File: config.mk
export PLATFORM = sky130hd
export DESIGN_NAME = stopwatch_ctrl
export DESIGN_NICKNAME = d
export VERILOG_FILES = /design/src/rtl/stopwatch_ctrl.sv
export SDC_FILE = /design/constraint.sdc
export NUM_CORES = 1
export LEC_CHECK = 0
export ABC_AREA = 1
export CELL_PAD_IN_SITES_DETAIL_PLACEMENT = 0
export CELL_PAD_IN_SITES_GLOBAL_PLACEMENT = 1
export CORE_ASPECT_RATIO = 1.1
export CORE_MARGIN = 3
export CORE_UTILIZATION = 38
export CTS_CLUSTER_SIZE = 10
export DETAILED_ROUTE_END_ITERATION = 8
export GPL_TIMING_DRIVEN = 0
export PLACE_DENSITY = 0.87
export RECOVER_POWER = 50
export SYNTH_ARGS = -nofsm -noshare
export SYNTH_HDL_FRONTEND = slang
export SYNTH_SLANG_ARGS = --single-unit
File: constraint.sdc
create_clock -name i_Clk -period 2 [get_ports i_Clk]
set_input_delay 0.4 -clock i_Clk [delete_from_list [all_inputs] [get_ports i_Clk]]
set_output_delay 0.4 -clock i_Clk [all_outputs]
set_load 0.03 [all_outputs]
File: src/rtl/stopwatch_ctrl.sv
// Start/stop/lap/clear sequencer for a cascaded BCD counter chain.
// Divides the clock into count ticks and freezes the display for lap readout.
module stopwatch_ctrl #(
  parameter int PRESCALE = 100000,
  parameter int DIGITS   = 4
) (
  input  logic                  i_Clk,
  input  logic                  i_nRst,
  input  logic                  i_StartStop,
  input  logic                  i_Lap,
  input  logic                  i_Clear,
  input  logic [4*DIGITS-1:0]   i_Digits,
  output logic                  o_CntEn,
  output logic                  o_ClrN,
  output logic [4*DIGITS-1:0]   o_Disp,
  output logic                  o_Running,
  output logic                  o_Lap,
  output logic                  o_Overflow
);

  localparam int            PW   = $clog2(PRESCALE);
  localparam logic [PW-1:0] PMAX = PW'(PRESCALE - 1);

  typedef enum logic [2:0] {
    S_IDLE, S_RUN, S_LAP, S_PAUSE, S_OVF, S_CLR
  } state_e;

  state_e              state_q, state_d;
  logic [PW-1:0]       pre_q, pre_d;
  logic [4*DIGITS-1:0] lap_q, lap_d;
  logic                ss_prev_q, lap_prev_q, clr_prev_q;
  logic                clrn_q;

  logic ev_clr, ev_ss_raw, ev_ss, ev_lap;
  logic running, tick, all_nine, ovf_cond;
  logic [DIGITS-1:0] digit_nine;

  // Clear outranks StartStop, which outranks Lap; losers are dropped.
  assign ev_clr    = i_Clear & ~clr_prev_q;
  assign ev_ss_raw = i_StartStop & ~ss_prev_q;
  assign ev_ss     = ev_ss_raw & ~ev_clr;
  assign ev_lap    = i_Lap & ~lap_prev_q & ~ev_clr & ~ev_ss_raw;

  for (genvar gi = 0; gi < DIGITS; gi++) begin : g_nine
    assign digit_nine[gi] = (i_Digits[4*gi +: 4] == 4'd9);
  end

  assign all_nine = &digit_nine;
  assign running  = (state_q == S_RUN) || (state_q == S_LAP);
  assign tick     = running && (pre_q == PMAX);
  assign ovf_cond = tick & all_nine;

  always_ff @(posedge i_Clk or negedge i_nRst) begin
    if (!i_nRst) begin
      state_q    <= S_IDLE;
      pre_q      <= '0;
      lap_q      <= '0;
      ss_prev_q  <= 1'b0;
      lap_prev_q <= 1'b0;
      clr_prev_q <= 1'b0;
      clrn_q     <= 1'b1;
    end else begin
      state_q    <= state_d;
      pre_q      <= pre_d;
      lap_q      <= lap_d;
      ss_prev_q  <= i_StartStop;
      lap_prev_q <= i_Lap;
      clr_prev_q <= i_Clear;
      clrn_q     <= (state_d != S_CLR);
    end
  end

  always_comb begin
    state_d = state_q;
    lap_d   = lap_q;
    pre_d   = pre_q;
    case (state_q)
      S_IDLE: begin
        if (ev_clr)     state_d = S_CLR;
        else if (ev_ss) state_d = S_RUN;
      end
      S_RUN: begin
        if (ovf_cond)   state_d = S_OVF;
        else if (ev_ss) state_d = S_PAUSE;
        else if (ev_lap) begin
          state_d = S_LAP;
          lap_d   = i_Digits;
        end
      end
      S_LAP: begin
        if (ovf_cond)    state_d = S_OVF;
        else if (ev_ss)  state_d = S_PAUSE;
        else if (ev_lap) state_d = S_RUN;
      end
      S_PAUSE: begin
        if (ev_clr)     state_d = S_CLR;
        else if (ev_ss) state_d = S_RUN;
      end
      S_OVF: begin
        if (ev_clr) state_d = S_CLR;
      end
      S_CLR:   state_d = S_IDLE;
      default: state_d = S_IDLE;
    endcase
    // The prescaler only moves while timing, so pause keeps the tick phase.
    if (running)                pre_d = (pre_q == PMAX) ? '0 : pre_q + PW'(1);
    else if (state_q == S_CLR)  pre_d = '0;
  end

  always_comb begin
    o_CntEn    = tick & ~all_nine;
    o_ClrN     = clrn_q;
    o_Running  = running;
    o_Lap      = (state_q == S_LAP);
    o_Overflow = (state_q == S_OVF);
    o_Disp     = (state_q == S_LAP) ? lap_q : i_Digits;
  end

endmodule

==> summary.md <==
| Metric | Value |
|---|---|
| Status | `complete, but fails checks` |
| Violated checks | `setup timing` |
| DRC violations left | `0` |
| PD cells | `1140 nW/um^2` |
| Crit path buf inv count | `4` |
| CP top delay family | `simple AND/OR/NAND/NOR gates` |
| Largest net degree at the start of global routing | `29` |
| Starting density of the core | `0.406` |
| Hold WC Path Type | `reg2reg` |
| Leakage | `1.67 nW` |
| Ports | `42` |
| Post-synth EDFFs | `0` |
| Fin worst setup slack | `-0.109 ns` |
| Max_cap viols | `0` |
| DP Cell Count | `between 400 and 500` |
| Finished Cell Area | `3490 um^2` |
| Root Buffer | `clkbuf_8` |
| Worst-path fanout max | `10` |
| Layout cells sized above 1 | `0.251` |
| CP endpoint kind | `output port` |
| Total routing usage reported by global routing | `0.183` |
| CTS clk-pin slew, worst paths | `around 0.09 ns` |
| Final period util | `1.05` |
| Post-Syn Instances | `roughly 350` |
| Number of H-tree levels | `2` |
| Max Freq | `around 470 MHz` |
| Critical Path AT | `1.71 ns` |
| Share of the synthesized area in the top cell type | `0.401` |
| # fillers | `570` |
| First-pass DRT Iterations | `4` |
| Layout Cells excl Fill | `496` |
| Setup Slack @ Placement | `-0.670 ns` |
| CTS Buf Count | `5` |
| Rel. slew slack | `0.524` |
| Final Hold Viols | `0` |
| Initial DRC Count | `approximately 160` |
| Worst Path Class, Setup | `reg2out` |
| Synthesized area | `2430 um^2` |
| Seq/Total Area, Yosys | `0.412` |
| Slew Viols, Final | `0` |
| Max Buffers Root-to-Sink | `2` |
| First-pass GRT wire length | `10700 um` |
| Worst path max stage delay | `approximately 0.43 ns` |
| Core Util, Final | `0.583` |
| Die Span X | `around 82 um` |
| Yosys top cell by area | `dfrtp_1` |
| Most frequent cell after synthesis | `nand2_1` |
| Synth top area cells | `dfrtp_1, nand2_1, nand3_1` |
| Die height | `around 90 um` |
| Worst path cell trace | `inv_2, nor2_4, nand2_4, nand2_4, buf_8, inv_2, nor3_4, buf_6` |
| Synth Flop Type | `dfrtp_1` |
| Slowest cell on the critical path | `dfrtp_2` |
| Syn_nets | `between 300 and 400` |
| Latest clock arrival within the worst-skew pair | `roughly 0.3 ns` |
| Pin slew with the least headroom to its limit | `0.714 ns` |
| Library cells used by synthesis | `26` |
| Synth Warn # | `0` |
| Worst Skew | `between 0.008 and 0.009 ns` |
| Async S/R FF share, synth | `1.00` |
| Post-synthesis register bit count | `40` |
| Startpoint Class | `flop` |
| Area Growth Syn to Fin | `43.5%` |
| Antenna Nets Post-Route | `0` |
| DIE AREA | `7400 um^2` |
| Rows | `29` |
| Drt via density | `4.99` |
| Synth Area per Inst | `approximately 7 um^2` |
| RSZ-0062 raised after global routing | `yes` |
| Final setup viols | `11` |
| Maximum vdd drop | `between 0.5 and 0.6 mV` |
| Required time of the critical path | `between 1.5 and 2 ns` |
| Total gr overflow | `0` |
| Post-Route WL | `roughly 6700 um` |
| Final min period | `2.11 ns` |
| Vias in the first global route | `approximately 2300` |
| Port-buffer cells | `41` |
| DP HPWL | `around 4700 um` |
| Nets | `440` |
| Antenna cell count | `0` |
| Fin Hold WS | `0.483 ns` |
| Synth cell count leaders | `nand2_1, dfrtp_1, nand3_1` |
| Gp weighted congestion | `0.841` |
| Per-cell routed wire length | `13.6 um` |
| Clock tree sinks | `40` |
| Initial antenna violation count | `0` |
| DP Area | `between 2000 and 3000 um^2` |
| Vias | `approximately 2500` |
| TritonCTS clock tree | `done` |
| Placeable Area | `between 5000 and 6000 um^2` |
-- final cells by class --
cell class,instances,area (um^2),area share
inverter,36,148,0.0423
clock buffer,5,68.8,0.0197
tap,77,96.3,0.0276
multi-input combinational,268,1440,0.412
buffer,7,71.3,0.0204
timing repair buffer,60,616,0.176
clock inverter,3,46.3,0.0133
sequential,40,1000,0.288
-- per-stage QoR --
stage          total power [mW]  setup TNS [ns]
6_report                   3.96          -0.540
2_1_floorplan              2.18               0
5_1_grt                    4.23           -3.17
3_5_place_dp               2.75          -10.21
4_1_cts                    3.52           -1.02
3_3_place_gp               2.72          -33.28
-- worst register-to-register path, cell delays in order, from the launching register on --
cell     delay, ns
dfrtp_2       0.46
inv_2         0.09
nor2_4        0.05
buf_4         0.13
a21oi_1       0.41
inv_1         0.17
buf_2         0.23
o21ai_0       0.18
-- path summary, 6_finish.rpt --
check | start | end | slack [ns] | depth (start not counted)
setup / recovery | state_q[1]$_DFF_PN0_ | o_CntEn | -0.11 | 8
hold / removal | lap_q[14]$_DFFE_PN0P_ | lap_q[14]$_DFFE_PN0P_ | 0.48 | 2
setup reg to reg | state_q[1]$_DFF_PN0_ | pre_q[12]$_DFFE_PN0P_ | 0.20 | 7
hold reg to reg | lap_q[14]$_DFFE_PN0P_ | lap_q[14]$_DFFE_PN0P_ | 0.48 | 2
max in group asynchronous | i_nRst | state_q[1]$_DFF_PN0_ | 0.22 | 3
min in group asynchronous | i_nRst | pre_q[2]$_DFFE_PN0P_ | 0.65 | 2
-- per-layer routing --
metal | routed length, um | GRT usage | up-vias
li1 | - | - | 1267
met1 | 3060 | 0.253 | 1153
met2 | 3350 | 0.290 | 48
met3 | 243 | 0.0330 | 6
met4 | 69 | 0.0485 | 0
met5 | 0 | 0 | -
-- cell families (layout without fill, tap and decap cells) --
kind of cell             after synthesis  count (layout)  share of synthesized area
XOR/XNOR                               5               5                     0.0180
AO/OA/AOI/OAI                         27              27                     0.0607
buffers and inverters                 44             111                     0.0751
adder cells (fa/ha/maj)                1               1                    0.00514
flip-flops                            40              40                      0.412
AND/OR/NAND/NOR                      235             235                      0.429
-- layout by cell type, fill, tap and decap left out, types with 5 or more instances in the layout --
| cell type | count |
|---|---|
| o22ai_1 | 6 |
| nor2_1 | 23 |
| clkdlybuf4s50_1 | 17 |
| nor2_4 | 6 |
| o21ai_0 | 13 |
| buf_6 | 23 |
| nor3_1 | 11 |
| nand2_1 | 110 |
| dfrtp_1 | 37 |
| xor2_1 | 5 |
| buf_4 | 10 |
| nand4_1 | 10 |
| clkbuf_8 | 5 |
| nand3_1 | 39 |
| inv_1 | 31 |
| nand2_2 | 20 |
| nand2_4 | 10 |
-- registers in the layout (all words and copies together) (netlist names) --
signal      count
lap_q          16
lap_prev_q      1
o_ClrN          1
pre_q          17
ss_prev_q       1
clr_prev_q      1
state_q         3
-- report_power, final --
group	leakage (nW)	internal, mW	switching (mW)
sequential	0.514	1.05	0.223
clock	0.0548	0.376	0.320
combinational	1.10	0.817	1.18
total	1.67	2.24	1.72
-- repair_timing --
action / 4_1_cts / 5_1_grt
cloned: 0 / 2
hold buffers: 1 / 0
endpoints found under the setup margin: 20 / 26
gates resized for setup: 128 / 88
pin swaps: 0 / 9
setup buffers: 4 / 12
hold endpoints to repair: 3 / 0
Power figures use the tool's default switching activity.
